`src/rtl/clock_disp_pkg.sv`:
```
// Shared constants for the clock display path: digit count, "all off"
// patterns for the active-low segment/anode pins, and the active-low
// hex glyph table (bit 0 = a ... bit 6 = g).
package clock_disp_pkg;
  localparam int NUM_DIGITS = 4;

  localparam logic [6:0]            SEG_OFF   = 7'b1111111;
  localparam logic [NUM_DIGITS-1:0] ANODE_OFF = 4'b1111;

  localparam logic [6:0] SEG_HEX_0 = 7'b1000000;
  localparam logic [6:0] SEG_HEX_1 = 7'b1111001;
  localparam logic [6:0] SEG_HEX_2 = 7'b0100100;
  localparam logic [6:0] SEG_HEX_3 = 7'b0110000;
  localparam logic [6:0] SEG_HEX_4 = 7'b0011001;
  localparam logic [6:0] SEG_HEX_5 = 7'b0010010;
  localparam logic [6:0] SEG_HEX_6 = 7'b0000010;
  localparam logic [6:0] SEG_HEX_7 = 7'b1111000;
  localparam logic [6:0] SEG_HEX_8 = 7'b0000000;
  localparam logic [6:0] SEG_HEX_9 = 7'b0010000;
  localparam logic [6:0] SEG_HEX_A = 7'b0001000;
  localparam logic [6:0] SEG_HEX_B = 7'b0000011;
  localparam logic [6:0] SEG_HEX_C = 7'b1000110;
  localparam logic [6:0] SEG_HEX_D = 7'b0100001;
  localparam logic [6:0] SEG_HEX_E = 7'b0000110;
  localparam logic [6:0] SEG_HEX_F = 7'b0001110;
endpackage

```
`src/rtl/hex_to_seg.sv`:
```
// Combinational hex nibble to active-low seven-segment glyph.
//   hex : 4-bit value 0..F
//   seg : active-low segments, bit 0 = a ... bit 6 = g
module hex_to_seg
  import clock_disp_pkg::*;
(
  input  logic [3:0] hex,
  output logic [6:0] seg
);

  always_comb begin
    seg = SEG_HEX_F;
    case (hex)
      4'h0:    seg = SEG_HEX_0;
      4'h1:    seg = SEG_HEX_1;
      4'h2:    seg = SEG_HEX_2;
      4'h3:    seg = SEG_HEX_3;
      4'h4:    seg = SEG_HEX_4;
      4'h5:    seg = SEG_HEX_5;
      4'h6:    seg = SEG_HEX_6;
      4'h7:    seg = SEG_HEX_7;
      4'h8:    seg = SEG_HEX_8;
      4'h9:    seg = SEG_HEX_9;
      4'hA:    seg = SEG_HEX_A;
      4'hB:    seg = SEG_HEX_B;
      4'hC:    seg = SEG_HEX_C;
      4'hD:    seg = SEG_HEX_D;
      4'hE:    seg = SEG_HEX_E;
      default: seg = SEG_HEX_F;
    endcase
  end

endmodule

```
`src/rtl/seg_scan_driver.sv`:
```
// Time-multiplexed 4-digit seven-segment driver.
//   clk_osc    : system clock
//   rst        : asynchronous active-high reset
//   digits     : four hex digits, digit k = digits[4k+3:4k], digit 0 rightmost
//   blank_mask : bit k forces digit k dark
//   blink_mask : bit k darkens digit k while the blink phase is 1
//   eSeg       : registered active-low segments (bit 0 = a ... bit 6 = g)
//   anode      : registered active-low digit enables, anode[k] = digit k
//   frame_tick : one-cycle pulse when a new input snapshot takes effect
// Inputs are sampled only at frame end so one scan frame never mixes old
// and new values. Each digit slot starts with BLANK_CYC dark cycles to
// suppress ghosting between digits.
module seg_scan_driver
  import clock_disp_pkg::*;
#(
  parameter int SCAN_DIV  = 100_000,
  parameter int BLANK_CYC = 2_000,
  parameter int BLINK_DIV = 25_000_000
) (
  input  logic        clk_osc,
  input  logic        rst,
  input  logic [15:0] digits,
  input  logic [3:0]  blank_mask,
  input  logic [3:0]  blink_mask,
  output logic [6:0]  eSeg,
  output logic [3:0]  anode,
  output logic        frame_tick
);

  localparam int CW = $clog2(SCAN_DIV);
  localparam int BW = $clog2(BLINK_DIV);
  localparam logic [CW-1:0] CNT_MAX   = CW'(SCAN_DIV - 1);
  localparam logic [CW-1:0] BLANK_END = CW'(BLANK_CYC);
  localparam logic [BW-1:0] BLINK_MAX = BW'(BLINK_DIV - 1);

  logic [CW-1:0]           cnt_q, cnt_d;
  logic [1:0]              idx_q, idx_d;
  logic [BW-1:0]           blink_cnt_q, blink_cnt_d;
  logic                    phase_q, phase_d;
  logic [4*NUM_DIGITS-1:0] snap_digits_q, snap_digits_d;
  logic [NUM_DIGITS-1:0]   snap_blank_q, snap_blank_d;
  logic [NUM_DIGITS-1:0]   snap_blink_q, snap_blink_d;
  logic [6:0]              eseg_q, eseg_d;
  logic [NUM_DIGITS-1:0]   anode_q, anode_d;
  logic                    frame_tick_q, frame_tick_d;

  logic       cnt_end, frame_end, blink_end, dark;
  logic [3:0] cur_digit;
  logic [6:0] cur_glyph;

  // Digit for the current slot comes from the snapshot, never the live input.
  assign cur_digit = snap_digits_q[{idx_q, 2'b00} +: 4];

  hex_to_seg u_hex_to_seg (
    .hex (cur_digit),
    .seg (cur_glyph)
  );

  always_comb begin
    cnt_end   = (cnt_q == CNT_MAX);
    frame_end = cnt_end && (idx_q == 2'd3);
    blink_end = (blink_cnt_q == BLINK_MAX);

    cnt_d       = cnt_end ? '0 : cnt_q + CW'(1);
    idx_d       = cnt_end ? idx_q + 2'd1 : idx_q;
    // Blink runs independently of the scan; a coincident frame end simply
    // starts the next frame with the already-toggled phase.
    blink_cnt_d = blink_end ? '0 : blink_cnt_q + BW'(1);
    phase_d     = phase_q ^ blink_end;

    snap_digits_d = snap_digits_q;
    snap_blank_d  = snap_blank_q;
    snap_blink_d  = snap_blink_q;
    if (frame_end) begin
      snap_digits_d = digits;
      snap_blank_d  = blank_mask;
      snap_blink_d  = blink_mask;
    end
    frame_tick_d = frame_end;

    dark = (cnt_q < BLANK_END) || snap_blank_q[idx_q] ||
           (snap_blink_q[idx_q] && phase_q);

    anode_d = dark ? ANODE_OFF : ~(4'b0001 << idx_q);
    eseg_d  = dark ? SEG_OFF   : cur_glyph;
  end

  // Reset snapshot blanks every digit, so the first frame after reset is dark.
  always_ff @(posedge clk_osc or posedge rst) begin
    if (rst) begin
      cnt_q         <= '0;
      idx_q         <= '0;
      blink_cnt_q   <= '0;
      phase_q       <= 1'b0;
      snap_digits_q <= '0;
      snap_blank_q  <= 4'b1111;
      snap_blink_q  <= '0;
      eseg_q        <= SEG_OFF;
      anode_q       <= ANODE_OFF;
      frame_tick_q  <= 1'b0;
    end else begin
      cnt_q         <= cnt_d;
      idx_q         <= idx_d;
      blink_cnt_q   <= blink_cnt_d;
      phase_q       <= phase_d;
      snap_digits_q <= snap_digits_d;
      snap_blank_q  <= snap_blank_d;
      snap_blink_q  <= snap_blink_d;
      eseg_q        <= eseg_d;
      anode_q       <= anode_d;
      frame_tick_q  <= frame_tick_d;
    end
  end

  assign eSeg       = eseg_q;
  assign anode      = anode_q;
  assign frame_tick = frame_tick_q;

endmodule

```
`config.mk`:
```
export PLATFORM = sky130hd
export DESIGN_NAME = seg_scan_driver
export DESIGN_NICKNAME = d
export VERILOG_FILES = /design/src/rtl/clock_disp_pkg.sv /design/src/rtl/hex_to_seg.sv /design/src/rtl/seg_scan_driver.sv
export SDC_FILE = /design/constraint.sdc
export NUM_CORES = 1
export LEC_CHECK = 0
export ABC_AREA = 1
export CAP_MARGIN = 20
export CORE_MARGIN = 2
export CORE_UTILIZATION = 34
export CTS_CLUSTER_DIAMETER = 60
export CTS_CLUSTER_SIZE = 28
export DETAILED_ROUTE_END_ITERATION = 12
export HOLD_SLACK_MARGIN = 0.15
export SYNTH_ARGS = -nofsm -noshare
export SYNTH_HDL_FRONTEND = slang
export SYNTH_SLANG_ARGS = --single-unit
```
`constraint.sdc`:
```
create_clock -name clk_osc -period 2.7 [get_ports clk_osc]
set_input_delay 0.54 -clock clk_osc [delete_from_list [all_inputs] [get_ports clk_osc]]
set_output_delay 0.54 -clock clk_osc [all_outputs]
set_load 0.005 [all_outputs]
```
==> results of run 1 <==
per-stage QoR:
step / std cells / setup slack (ns) / total power, mW / hold slack (ns) / util
after floorplan: 635 / 0.105 / 1.25 / 0.432 / -
after global placement: 837 / 0.842 / 1.30 / 0.448 / 0.390
after detailed placement: 837 / 0.685 / 1.30 / 0.464 / 0.390
after CTS: 853 / 0.673 / 2.62 / 0.472 / 0.413
after global routing: 853 / 0.390 / 2.67 / 0.499 / 0.413
final: 853 / 0.627 / 2.58 / 0.467 / 0.413
cell families (layout without fill, tap and decap cells):
| family | Yosys count | count (layout) | share of synthesized area |
|---|---|---|---|
| DFF | 81 | 81 | 0.439 |
| buffers and inverters | 87 | 129 | 0.0822 |
| xor gates and xnor gates | 15 | 15 | 0.0282 |
| adders and majority gates | 12 | 12 | 0.0322 |
| and+or+nand+nor | 426 | 426 | 0.402 |
| AOI/OAI and AO/OA | 14 | 14 | 0.0164 |
cell usage after synthesis:
cell type	number	area share
nand3_2	7	0.015
a21oi_1	2	0.0021
buf_6	5	0.012
nand2_2	4	0.0054
ha_1	12	0.032
a31o_2	1	0.0019
dfstp_2	15	0.085
xnor2_1	1	0.0019
clkbuf_4	1	0.0016
xor2_1	14	0.026
clkinv_1	2	0.0016
nand4_4	1	0.0046
clkbuf_1	1	0.00081
nor3_4	1	0.0035
dfrtp_1	66	0.35
buf_2	6	0.0064
o21ai_0	10	0.011
nor3_2	1	0.0021
inv_2	5	0.0040
nand2_1	229	0.18
nand3_1	43	0.046
nor2_2	4	0.0054
nand4_1	31	0.042
inv_1	65	0.052
o21bai_1	1	0.0016
buf_4	2	0.0032
nor2_4	4	0.0097
nor3_1	7	0.0075
or2_2	1	0.0013
nor2_1	93	0.075
layout by cell type (no fill, tap or decap), types with 9 or more instances in the layout:
master and instances:
inv_1 64, dfstp_2 15, nand4_1 31, xor2_1 14, dfrtp_1 66, nor2_1 93
clkbuf_16 9, clkdlybuf4s50_1 37, ha_1 12, nand3_1 43, nand2_1 229, o21ai_0 10
power groups by stage:
stage	logic [mW]	registers, mW	clock network (mW)
after global placement	0.0660	1.24	0
after global routing	0.0727	1.21	1.38
final	0.0641	1.22	1.30
after CTS	0.0670	1.21	1.34
after floorplan	0.0176	1.24	0
after detailed placement	0.0671	1.24	0
critical path, cell delays in order, from the launching register on:
cell,delay [ns]
dfrtp_1,0.63
inv_2,0.22
nand2_1,0.13
nand3_1,0.08
nand2_1,0.21
inv_1,0.13
ha_1,0.24
nand3_1,0.13
nand2_1,0.07
nand2_1,0.07
nand3_2,0.07
layout make-up:
class                   count  area (um2)
inverters                  72         272
multi-input cells         467        2230
clock buffers              13         250
well taps                 176         220
clock inverters             3        65.1
fillers                  1363        7800
flip-flops and latches     81        2050
repair buffers             41         413
sequential cells by signal, indices dropped and copies added, names as in the netlist, 2 cells and up:
signal and cells:
blink_cnt_q 25, cnt_q 17, snap_digits_q 16, eSeg 7
anode 4, snap_blank_q 4, snap_blink_q 4, idx_q 2
per-layer routing:
metal | track usage | part of all wire | up-vias
met4 | 0.0581 | 0.023 | 0
met3 | 0.0352 | 0.036 | 18
met5 | 0 | 0 | -
met1 | 0.206 | 0.49 | 1887
li1 | - | - | 2057
met2 | 0.241 | 0.45 | 70
path summary, 6_finish.rpt:
| check | startpoint | to | cells past startpoint |
|---|---|---|---|
| worst min-delay path | cnt_q[0] | cnt_q[0] | 1 |
| worst max-delay path | idx_q[0] | eSeg[3] | 10 |
| max in group asynchronous | rst | anode[3] | 3 |
| worst min register to register | cnt_q[0] | cnt_q[0] | 1 |
| min in group asynchronous | rst | cnt_q[4] | 2 |
| worst max register to register | idx_q[0] | eSeg[3] | 10 |
==> results.tsv, run 1 <==
stage	metric	value	unit
outcome	status	finished clean	
timing	rsz0062_at_grt	no	
die	initial_core_util	0.350	
critical_path	cp.arrival	2.31	ns
layout	finalInstanceArea	5500	um2
critical_path	reg2reg_setup_slack	0.63	ns
die	rows	42	
timing	drv_slew	0	
power_and_ir_drop	ir_drop	0.267	mV
placement	port-buffer-count	37	
placement	place_area	5180	um2
global_route	antenna_found_initial	0	
clocking	hold_buffers	0	
timing	finalSetupTns	0	ns
clocking	cts-htree-levels	3	
logic_synthesis	ys_ff_latch	81	
layout	nNetsFinal	710	
power_and_ir_drop	cellPowerDensity	470	nW/um2
route	wl_per_cell	12.3	um
critical_path	startpoint_type	register	
power_and_ir_drop	p_seq_frac	0.471	
power_and_ir_drop	leakage	2.55	nW
critical_path	criticalPathCategory	reg2reg	
logic_synthesis	syn_area_per_cell	7.34	um2
clocking	clk_latency	0.34	ns
timing	finalHoldViolCount	0	
timing	finClkSkew	0.00758	ns
die	io_pins	38	
clocking	cts-resized-gates	0	
logic_synthesis	synth.net_count	673	
route	vias	4032	
clocking	post_cts.repair.setup_buffers	0	
route	drt_iter0_drc	279	
route	remaining_drc_errors	0	
layout	n_antenna_cell	0	
logic_synthesis	netlist_area	4660	um2
logic_synthesis	syn_inst	635	
clocking	path_clk_slew	0.06	ns
clocking	clk_path_buf_depth	2	
logic_synthesis	ys_seq_area_frac	0.439	
critical_path	endpoint_kind	register	
clocking	cts_sinks	81	
critical_path	cp_data_required_time	2.94	ns
clocking	cts_buffers	9	
power_and_ir_drop	power_frac_comb	0.025	
die	die_y	121	um
power_and_ir_drop	switchingPower	497	uW
global_route	grt_pass1_wl	18100	um
timing	period_needed	2.07	ns
global_route	grt_pass1_vias	3890	
placement	routabilityCongestion	0.915	
placement	dp_hpwl	7910	um
global_route	grt_max_degree	36	
power_and_ir_drop	swShare	0.192	
timing	setup_viol	0	
timing	worst_pin_slew	0.592	ns
die	dieArea	14700	um2
critical_path	cp_max_fo	16	
layout	area_growth_syn_to_layout	18.0	%
power_and_ir_drop	power.internal	2.09	mW
timing	fmax	0.482	GHz
timing	max_slew_margin	0.605	
logic_synthesis	yosysWarningCount	0	
route	ant_nets	0	
clocking	cts_root_buf	clkbuf_16	
global_route	grt_use_total	0.154	
power_and_ir_drop	clock_power_share	0.505	
job	drv_cap	0	
clocking	cts_tree	built	
global_route	grt.overflow.total	0	
logic_synthesis	synth_cell_type_count	30	
route	drt-total-wl	10500	um
die	die-width	121	um
min_path	hp-class	reg2reg	
die	core_area	13300	um2
timing	period_share	0.768	
route	viasPerCell	4.73	
layout	drive_gt1_frac	0.0916	
route	drt_first_pass_iters	4	
(Power assumes the default switching activity.)
==> run 2, diff against run 1 <==
==> constraint.sdc (replaced) <==
create_clock -name clk_osc -period 2.1 [get_ports clk_osc]
set_input_delay 0.42 -clock clk_osc [delete_from_list [all_inputs] [get_ports clk_osc]]
set_output_delay 0.42 -clock clk_osc [all_outputs]
set_load 0.005 [all_outputs]
==> run 2 against run 1 <==
Critical path depth is the same. Critical endpoint unchanged. Combinational power rose by 27%. Highest routed layer unchanged. First-iteration DRC count up 23%.
==> results.tsv, run 2 (synthesized netlist as in run 1, its figures left out) <==
stage	metric	value	unit	change
outcome	status	finished clean		
power_and_ir_drop	total_power	3.20	mW	+24%
die	rows	42		unchanged
critical_path	r2r_start	idx_q[0]		
clocking	cts-htree-levels	3		unchanged
power_and_ir_drop	power_frac_comb	0.025		about the same
power_and_ir_drop	leakage	2.55	nW	about the same
power_and_ir_drop	switchingPower	646	uW	+30%
timing	fin_ws	0.302	ns	-0.325 ns
route	ant_nets	0		unchanged
critical_path	cp-endpoint	eSeg[3]		
route	remaining_drc_errors	0		unchanged
route	drt_iter0_drc	342		+23%
global_route	grt_pass1_vias	4103		+5.5%
timing	setup_viol	0		unchanged
critical_path	cp.arrival	2.05	ns	-0.26 ns
global_route	grt_pass1_wl	18900	um	+4.1%
die	dieArea	14700	um2	unchanged
timing	finClkSkew	0.00643	ns	-0.00115 ns
route	wl_per_cell	12.5	um	+1.1%
power_and_ir_drop	ir_drop	0.437	mV	+64%
layout	reg_top3	blink_cnt_q (25), cnt_q (17), snap_digits_q (16)		
route	viasPerCell	4.76		+0.61%
die	io_pins	38		unchanged
global_route	grt.overflow.total	0		unchanged
route	drt_first_pass_iters	4		unchanged
timing	fmax	0.556	GHz	+15%
placement	routabilityCongestion	0.930		+1.6%
clocking	cts_root_buf	clkbuf_16		
clocking	clk_path_buf_depth	2		unchanged
timing	drv_slew	0		unchanged
timing	max_slew_margin	0.711		+0.106
clocking	cts-resized-gates	0		unchanged
min_path	hp-class	reg2reg		
min_path	min_path_cells	1		unchanged
critical_path	startpoint	idx_q[0]		
critical_path	criticalPathCategory	reg2reg		
critical_path	reg2reg_setup_slack	0.30	ns	-0.33 ns
layout	top_register	blink_cnt_q		
min_path	hp-start	blink_cnt_q[0]		
route	drt-total-wl	10600	um	+1.4%
placement	dp_hpwl	7800	um	-1.4%
die	core_area	13300	um2	unchanged
clocking	cts_buffers	9		unchanged
layout	final_common_cell	nand2_1		
layout	n_antenna_cell	0		unchanged
critical_path	cp_max_fo	15		-1
global_route	grt_use_total	0.159		+0.00571
power_and_ir_drop	cellPowerDensity	584	nW/um2	+24%
power_and_ir_drop	p_seq_frac	0.488		+0.017
timing	period_share	0.856		+0.0884
power_and_ir_drop	swShare	0.202		+0.00918
timing	period_needed	1.80	ns	-0.275 ns
power_and_ir_drop	clock_power_share	0.487		-0.018
critical_path	cp_data_required_time	2.35	ns	-0.59 ns
layout	area_growth_syn_to_layout	17.8	%	
clocking	path_clk_slew	0.06	ns	about the same
timing	finalSetupTns	0	ns	unchanged
clocking	clk_latency	0.34	ns	about the same
die	initial_core_util	0.350		unchanged
critical_path	endpoint_kind	register		
placement	port-buffer-count	37		unchanged
layout	mostFrequentLayoutCells	229 x nand2_1, 93 x nor2_1, 66 x dfrtp_1		
layout	drive_gt1_frac	0.0943		+0.00268
critical_path	startpoint_type	register		
die	die_y	121	um	unchanged
clocking	hold_buffers	0		unchanged
global_route	antenna_found_initial	0		unchanged
layout	nNetsFinal	712		+0.28%
timing	rsz0062_at_grt	no		
clocking	cts_sinks	81		unchanged
global_route	grt_max_degree	82		+130%
critical_path	timing.rr.end	eSeg[3]		
clocking	cts_tree	built		
layout	largest_reg_flops	25		unchanged
die	die-width	121	um	unchanged
power_and_ir_drop	power.internal	2.56	mW	+23%
route	vias	4066		+0.84%
clocking	post_cts.repair.setup_buffers	0		unchanged
timing	worst_pin_slew	0.434	ns	-0.158 ns
placement	dpl_worst_slack	0.315	ns	-0.370 ns
job	drv_cap	0		unchanged
critical_path	reg2regPathDepth	10		unchanged
timing	finalHoldViolCount	0		unchanged
-- run 2: cell count changes in the layout (fill, tap and decap cells not counted), sizes merged --
cell      change
buf           +2
bufinv        -1
clkinvlp      +1
-- run 2: how the worst min path moves through the flow --
stage | endpoint
after global placement | blink_cnt_q[0]
final | blink_cnt_q[0]
after detailed placement | blink_cnt_q[0]
after floorplan | blink_cnt_q[0]
after CTS | blink_cnt_q[0]
after global routing | cnt_q[0]
-- run 2: metal layers --
| metal | GRT usage | up-vias | routed length, um |
|---|---|---|---|
| li1 | - | 2061 | - |
| met2 | 0.260 | 72 | 4890 |
| met5 | 0 | - | 0 |
| met1 | 0.212 | 1919 | 5220 |
| met3 | 0.0329 | 14 | 391 |
| met4 | 0.0516 | 0 | 153 |
-- run 2: power by group through the flow --
stage / registers, mW / logic (mW) / clock network (mW)
final: 1.56 / 0.0815 / 1.56
after global routing: 1.56 / 0.0917 / 1.68
after CTS: 1.56 / 0.0854 / 1.61
after detailed placement: 1.59 / 0.0852 / 0
after global placement: 1.59 / 0.0838 / 0
after floorplan: 1.59 / 0.0230 / 0
-- run 2: critical path, stage by stage, from the launching register on --
cell	delay, ns
dfrtp_1	0.49
inv_2	0.18
nand2_1	0.10
nand3_1	0.08
nand2_1	0.20
inv_1	0.12
ha_1	0.22
nand3_1	0.12
nand2_1	0.06
nand2_1	0.06
nand3_2	0.07
-- run 2: layout make-up --
cell class / count / area [um2]
timing repair buffer: 43 / 428
tap: 176 / 220
inverter: 72 / 274
clock buffer: 13 / 250
sequential: 81 / 2050
fill: 1350 / 7810
multi-input combinational: 467 / 2230
clock inverter: 3 / 40.0
-- run 2: stage by stage --
| stage | area [um2] | util | hold WS (ns) | std cells |
|---|---|---|---|---|
| after floorplan | 4660 | - | 0.432 | 635 |
| after global routing | 5490 | 0.413 | 0.497 | 855 |
| final | 5490 | 0.413 | 0.462 | 855 |
| after CTS | 5490 | 0.413 | 0.467 | 855 |
| after global placement | 5200 | 0.391 | 0.446 | 839 |
| after detailed placement | 5200 | 0.391 | 0.458 | 839 |
==> run 3, diff against run 2 <==
==> constraint.sdc (replaced) <==
create_clock -name clk_osc -period 1.75 [get_ports clk_osc]
set_input_delay 0.35 -clock clk_osc [delete_from_list [all_inputs] [get_ports clk_osc]]
set_output_delay 0.35 -clock clk_osc [all_outputs]
set_load 0.005 [all_outputs]
==> run 3 against run 2 <==
Flip-flop and latch count unchanged. Critical path depth down 9. First-iteration DRC count shrank 29%. Non-clock buffer count is 11 higher. Setup slack lost 0.25 ns. Hold slack got worse by 0.0075 ns. Largest cell class unchanged. Sequential share of layout area is 1.1 points lower.
==> results.tsv, run 3 (synthesized netlist as in run 1, its figures left out) <==
stage	metric	value	unit	change
clocking	clk_path_buf_depth	2		unchanged
power_and_ir_drop	cellPowerDensity	713	nW/um2	+22%
global_route	grt_use_total	0.159		-0.000861
critical_path	reg2reg_setup_slack	0.13	ns	-0.17 ns
outcome	status	finished clean		
layout	drive_gt1_frac	0.117		+0.0230
placement	dp_hpwl	8070	um	+3.4%
min_path	hp-class	reg2reg		
critical_path	cp_slowest_cell	dfstp_2		
timing	worst_pin_slew	0.345	ns	-0.0890 ns
clocking	hold_buffers	0		unchanged
route	remaining_drc_errors	0		unchanged
layout	nFillCells	1372		+1.6%
job	drv_cap	0		unchanged
route	viasPerCell	4.72		-0.78%
die	die-width	121	um	unchanged
timing	drv_slew	0		unchanged
die	io_pins	38		unchanged
route	wl_per_cell	12.7	um	+2.3%
critical_path	startpoint_type	register		
clocking	cts_sinks	81		unchanged
layout	largest_reg_flops	25		unchanged
global_route	grt_max_degree	51		-38%
route	drt-total-wl	11000	um	+3.7%
critical_path	cp_data_required_time	1.40	ns	-0.95 ns
layout	n_antenna_cell	0		unchanged
die	rows	42		unchanged
layout	area_growth_syn_to_layout	21.6	%	
clocking	cts_buffers	9		unchanged
clocking	cts_tree	built		
route	drt_first_pass_iters	4		unchanged
placement	routabilityCongestion	0.895		-3.8%
timing	finalHoldViolCount	0		unchanged
layout	final_util	0.426		+0.0135
timing	finalSetupTns	0	ns	unchanged
layout	nNetsFinal	724		+1.7%
clocking	cts_root_buf	clkbuf_16		
die	core_area	13300	um2	unchanged
route	vias	4091		+0.61%
critical_path	max_stage_delay	0.52	ns	+0.03 ns
global_route	grt_pass1_wl	18700	um	-1.1%
clocking	path_clk_slew	0.06	ns	about the same
timing	setup_viol	0		unchanged
layout	mostFrequentLayoutCells	228 x nand2_1, 93 x nor2_1, 64 x dfrtp_1		
critical_path	endpoint_kind	output pin		
global_route	antenna_found_initial	0		unchanged
critical_path	cp_cell_sequence	clkdlybuf4s50_1		
layout	final_common_cell	nand2_1		
timing	fmax	0.588	GHz	
die	initial_core_util	0.350		unchanged
timing	finClkSkew	0.00837	ns	+0.00194 ns
critical_path	path_buf_inv	1		-1
power_and_ir_drop	ir_drop	0.494	mV	+13%
critical_path	cp_max_fo	1		-14
critical_path	cp.arrival	1.35	ns	-0.70 ns
placement	port-buffer-count	37		unchanged
layout	reg_top3	blink_cnt_q (25), cnt_q (17), snap_digits_q (16)		
global_route	grt.overflow.total	0		unchanged
route	ant_nets	0		unchanged
critical_path	cp_top_family	flip-flops		
timing	max_slew_margin	0.769		+0.0585
route	drt_iter0_drc	244		-29%
power_and_ir_drop	leakage	2.64	nW	+3.5%
clocking	cts-htree-levels	3		unchanged
timing	period_share	0.971		
die	die_y	121	um	unchanged
critical_path	criticalPathCategory	reg2out		
die	dieArea	14700	um2	unchanged
clocking	clk_latency	0.34	ns	about the same
global_route	grt_pass1_vias	3878		-5.5%
timing	period_needed	1.70	ns	
layout	top_register	blink_cnt_q		
[run 3: cell count changes in the layout (fill, tap and decap cells not counted), moves of 2 or more]
cell,delta
buf_12,+2
dfrtp_1,-2
buf_4,+9
clkinv_2,-2
dfrtp_2,+2
[run 3: layout make-up]
type                       instances  area (um2)  share of cell area
clock buffer                      14         264              0.0466
inverter                          72         280              0.0495
multi-input combinational        468        2260               0.399
clock inverter                     2        60.1              0.0106
sequential                        81        2050               0.361
tap                              176         220              0.0389
timing repair buffer              54         536              0.0945
[run 3: path summary, 6_finish.rpt]
path,cells after the start,start,to
worst min-delay path,1,blink_cnt_q[0],blink_cnt_q[0]
worst min register to register,1,blink_cnt_q[0],blink_cnt_q[0]
max in group asynchronous,3,rst,eSeg[5]
worst max-delay path,1,eSeg[4],eSeg[4]
worst max register to register,8,cnt_q[9],anode[2]
min in group asynchronous,3,rst,blink_cnt_q[5]
[run 3: stage by stage]
step	power (mW)	area, um2	worst slack, ns	hold slack, ns	instances
floorplan	1.94	4660	0.164	0.432	635
global placement	2.01	5300	0.101	0.444	849
detailed placement	2.02	5300	0.0467	0.452	849
CTS	4.10	5620	0.0251	0.460	865
global route	4.17	5670	-0.00432	0.473	867
finish	4.04	5670	0.0505	0.455	867
[run 3: per-layer routing]
layer / wire length (um) / track usage / part of all wire / vias up
li1: - / - / - / 2093
met1: 5380 / 0.222 / 0.49 / 1914
met2: 5120 / 0.248 / 0.46 / 69
met3: 387 / 0.0324 / 0.035 / 15
met4: 155 / 0.0451 / 0.014 / 0
met5: 0 / 0 / 0 / -
[run 3: where the power goes]
part | total (mW) | switching, mW | internal, mW
clock | 2.06 | 0.733 | 1.33
sequential | 1.87 | 0 | 1.87
combinational | 0.104 | 0.0461 | 0.0580
total | 4.04 | 0.779 | 3.26
[run 3: what timing repair did]
item                                    CTS  global route
endpoints found under the setup margin    0            42
gates resized for setup                   0             8
buffers inserted                          0             1
==> RTL change 1 (settings of run 1) <==
The parameter `SCAN_DIV` goes from 100_000 to 200_000.
--- a/src/rtl/seg_scan_driver.sv
+++ b/src/rtl/seg_scan_driver.sv
@@ -14,5 +14,5 @@
   import clock_disp_pkg::*;
 #(
-  parameter int SCAN_DIV  = 100_000,
+  parameter int SCAN_DIV  = 200_000,
   parameter int BLANK_CYC = 2_000,
   parameter int BLINK_DIV = 25_000_000
Function: no difference found for any inputs over 10 cycles, from zero or initial values and one cycle with rst high; that may be too few to reach the edited logic, so the function may still have changed.
==> RTL change 1 against run 1 <==
Synthesized cell count fell by 5.7%. First-iteration DRC count rose by 13%. Setup slack improved by 83 ps. Die area fell by 1.1%. Routed wire length fell by 4.9%. Total power rose by 1.0%. Worst hold slack improved by 4.5 ps. Area after synthesis fell by 1.2%. Cell area fell by 1.5%. Sequential cell count rose by 1. Largest cell class unchanged.
==> RTL change 1: results (changes against run 1) <==
width of the die 120.4 um (-0.56%); Synth cell types 32 (+6.7%); vias in the first global route 3722 (-4.3%); fmax 502.4 MHz (+4.2%); outcome finished clean; Leakage 2.481 nW (-2.7%); synth top area cells dfrtp_1 (36%), nand2_1 (17%), dfstp_2 (8.6%), nor2_1 (7.3%), nand3_1 (6.8%); Fill cells 1373 (+0.73%); Iter 0 DRT Violations 314 (+13%); sequential-to-total area share from yosys stat 44.97% (+1.1 points); pre-CTS setup slack 710.5 ps (+25.45 ps); layout cells sized above 1 9.375% (+0.22 points); Syn Nets 637 (-5.3%); crit path max fanout 15 (-1); worst slew pin tran 451.4 ps (-140.1 ps); GRT Overall Usage 14.79% (-0.59 points); Post-Synth Adder-Cell Area 3.261% (+0.038 points); worst endpoint data arrival time 2220 ps (-90 ps); Hold Crit Start blink_cnt_q[0]$_DFF_PP0_; Area after DPL 5090 um^2 (-1.7%); complex-gate fraction of the synthesized area 0.8696% (-0.77 points); nets 673 (-5.2%); Synth Area in XOR/XNOR 4.755% (+1.9 points); first-pass GRT wire length 17.40 mm (-3.9%); GP Congestion 0.8349 (-8.8%); syn avg cell area 7.687 um^2 (+4.8%); Post-DP HPWL 7.228 mm (-8.7%); drt via density 4.658 (-1.5%); pin count of the biggest net entering global routing 83 (+130%); slowest stage delay, CP 610 ps (-20 ps); Worst VDD drop 0.3451 mV (+29%)
[RTL change 1: power by group]
part,internal (mW),total (mW),switching (mW)
Sequential,1.23,1.23,0
Clock,0.814,1.31,0.500
Combinational,0.0348,0.0650,0.0302
[RTL change 1: critical path, delay by kind of cell (launching register included)]
kind / cells / cell delay [ps]
fa+ha+maj: 1 / 230
buf+inv: 2 / 340
flops: 1 / 610
simple gates: 7 / 690
[RTL change 1: layout make-up]
type | instances | share of cell area, %
flip-flops and latches | 82 | 38.27
clock buffers | 10 | 4.232
repair buffers | 39 | 7.354
clock inverters | 6 | 1.688
multi-input cells | 448 | 40.45
well taps | 176 | 4.070
inverters | 55 | 3.932
[RTL change 1: layer usage]
metal | vias to the layer above | track usage, % | wire, um | share of wire [%]
met5 | - | 0 | 0 | 0
met4 | 0 | 5.015 | 133 | 1.3
met3 | 8 | 2.830 | 321 | 3.2
met2 | 66 | 22.25 | 4473 | 45
met1 | 1792 | 21.29 | 5059 | 51
li1 | 1935 | - | - | -
==> RTL change 2 (config.mk and constraints of run 1) <==
Made on the original files. Add an input register stage for `digits`, `blank_mask` and `blink_mask`, without a reset; this delays them by one clock.
--- a/src/rtl/seg_scan_driver.sv
+++ b/src/rtl/seg_scan_driver.sv
@@ -33,4 +33,14 @@
   localparam logic [CW-1:0] BLANK_END = CW'(BLANK_CYC);
   localparam logic [BW-1:0] BLINK_MAX = BW'(BLINK_DIV - 1);
+
+  logic [15:0] digits_q;
+  logic [3:0] blank_mask_q;
+  logic [3:0] blink_mask_q;
+
+  always_ff @(posedge clk_osc) begin
+    digits_q     <= digits;
+    blank_mask_q <= blank_mask;
+    blink_mask_q <= blink_mask;
+  end
 
   logic [CW-1:0]           cnt_q, cnt_d;
@@ -73,7 +83,7 @@
     snap_blink_d  = snap_blink_q;
     if (frame_end) begin
-      snap_digits_d = digits;
-      snap_blank_d  = blank_mask;
-      snap_blink_d  = blink_mask;
+      snap_digits_d = digits_q;
+      snap_blank_d  = blank_mask_q;
+      snap_blink_d  = blink_mask_q;
     end
     frame_tick_d = frame_end;
Behaviour: same outputs for any inputs over 10 cycles, from zero or initial values and one cycle with rst high; that may be too few to reach the edited logic, so the function may still have changed.
==> RTL change 2 against run 1 <==
Total power increased by 15%. Sequential power up 30%. Sequential cell count is 24 higher. Routed wire length rose by 5.4%. First-iteration DRC count down 13%. Area after synthesis rose by 14%. Final cell count is 11% higher. Critical path depth unchanged. Cell area up 13%. Setup slack got worse by 67 ps. Count of clock-buffer cells in the layout shrank 3. Utilization down 0.62 points. Critical path type unchanged. Critical endpoint unchanged.
==> RTL change 2: results (changes against run 1) <==
Synth Area in XOR/XNOR 3.303% (+0.48 points); Worst VDD drop 0.3614 mV (+36%); FF+latch count, synth 105 (+30%); Post-Synth Adder-Cell Area 2.832% (-0.39 points); pre-CTS setup slack 596.3 ps (-88.84 ps); Placed Instances 929 (+11%); Slew headroom 54.35% (-6.2 points); #MultiIn Comb 458 (-1.9%); Tmin final 2140 ps (+66.50 ps); iteration count of the initial detailed-routing pass 5 (+1); Sw Share 21.79% (+2.5 points); Fill cells 1562 (+15%); inverter count 134 (+86%); clock root buffer clkbuf_16; pin count of the biggest net entering global routing 34 (-5.6%); sequential-to-total area share from yosys stat 47.64% (+3.7 points); number of clock buffers in the layout 10 (-3); complex-gate fraction of the synthesized area 1.227% (-0.41 points); ClkCell Share 4.973% (-0.76 points); Post-DP HPWL 8.189 mm (+3.5%); Multi-input gate area 2181 um^2 (-2.2%); Data buffer area share 7.035% (-0.48 points); synth top area cells dfrtp_1 (31%), nand2_1 (14%), dfxtp_1 (9.1%), inv_1 (9.0%), dfstp_2 (7.4%); Syn Nets 751 (+12%); Register Area 2526 um^2 (+23%); layout cells sized above 1 7.398% (-1.8 points); GP Congestion 0.8914 (-2.6%); mapped cell area 5303 um^2 (+14%); biggest regs blink_cnt_q (25), cnt_q (17); Comb group 0.0703 mW (+9.7%); Synth cell types 27 (-10%); Num CTS Buffers 9 (unchanged); first-pass GRT wire length 19.31 mm (+6.6%); Layout area overhead 16.73%; NetSw 0.6473 mW (+30%); nets 790 (+11%); worst endpoint data arrival time 2370 ps (+60 ps); Iter 0 DRT Violations 243 (-13%); share of flip-flops with an asynchronous set or reset 77.14% (-23 points); Area after DPL 5882 um^2 (+14%); Post-Layout Cell Count 945 (+11%); Post-synth top cells nand2_1 (200), inv_1 (127), nor2_1 (101); syn avg cell area 7.437 um^2 (+1.4%); vias in the first global route 4152 (+6.7%); Via Count 4265 (+5.8%); Seq. pwr 1.59 mW (+30%); slowest stage delay, CP 660 ps (+30 ps); Signal buffers 44 (+7.3%); Slowest cell on crit path dfrtp_1; GRT Overall Usage 14.53% (-0.84 points); clock latency on the worst-skew pair 350 ps; Worst Skew 11.96 ps (+4.380 ps); outcome finished clean; crit path max fanout 15 (-1)
-- RTL change 2: worst min-delay path by stage --
| stage | from | to | slack [ps] | cells past startpoint |
|---|---|---|---|---|
| after floorplan | cnt_q[0]$_DFF_PP0_ | cnt_q[0]$_DFF_PP0_ | 430 | 1 |
| after global placement | cnt_q[0]$_DFF_PP0_ | cnt_q[0]$_DFF_PP0_ | 440 | 1 |
| after detailed placement | cnt_q[0]$_DFF_PP0_ | cnt_q[0]$_DFF_PP0_ | 460 | 1 |
| after CTS | cnt_q[0]$_DFF_PP0_ | cnt_q[0]$_DFF_PP0_ | 470 | 1 |
| after global routing | cnt_q[0]$_DFF_PP0_ | cnt_q[0]$_DFF_PP0_ | 500 | 1 |
| final | cnt_q[0]$_DFF_PP0_ | cnt_q[0]$_DFF_PP0_ | 470 | 1 |
-- RTL change 2: metal layers --
metal	vias to the layer above	wire [um]	track usage, %
li1	2242	-	-
met1	1949	5472	19.22
met2	64	5133	23.87
met3	10	351	3.410
met4	0	120	4.156
met5	-	0	0
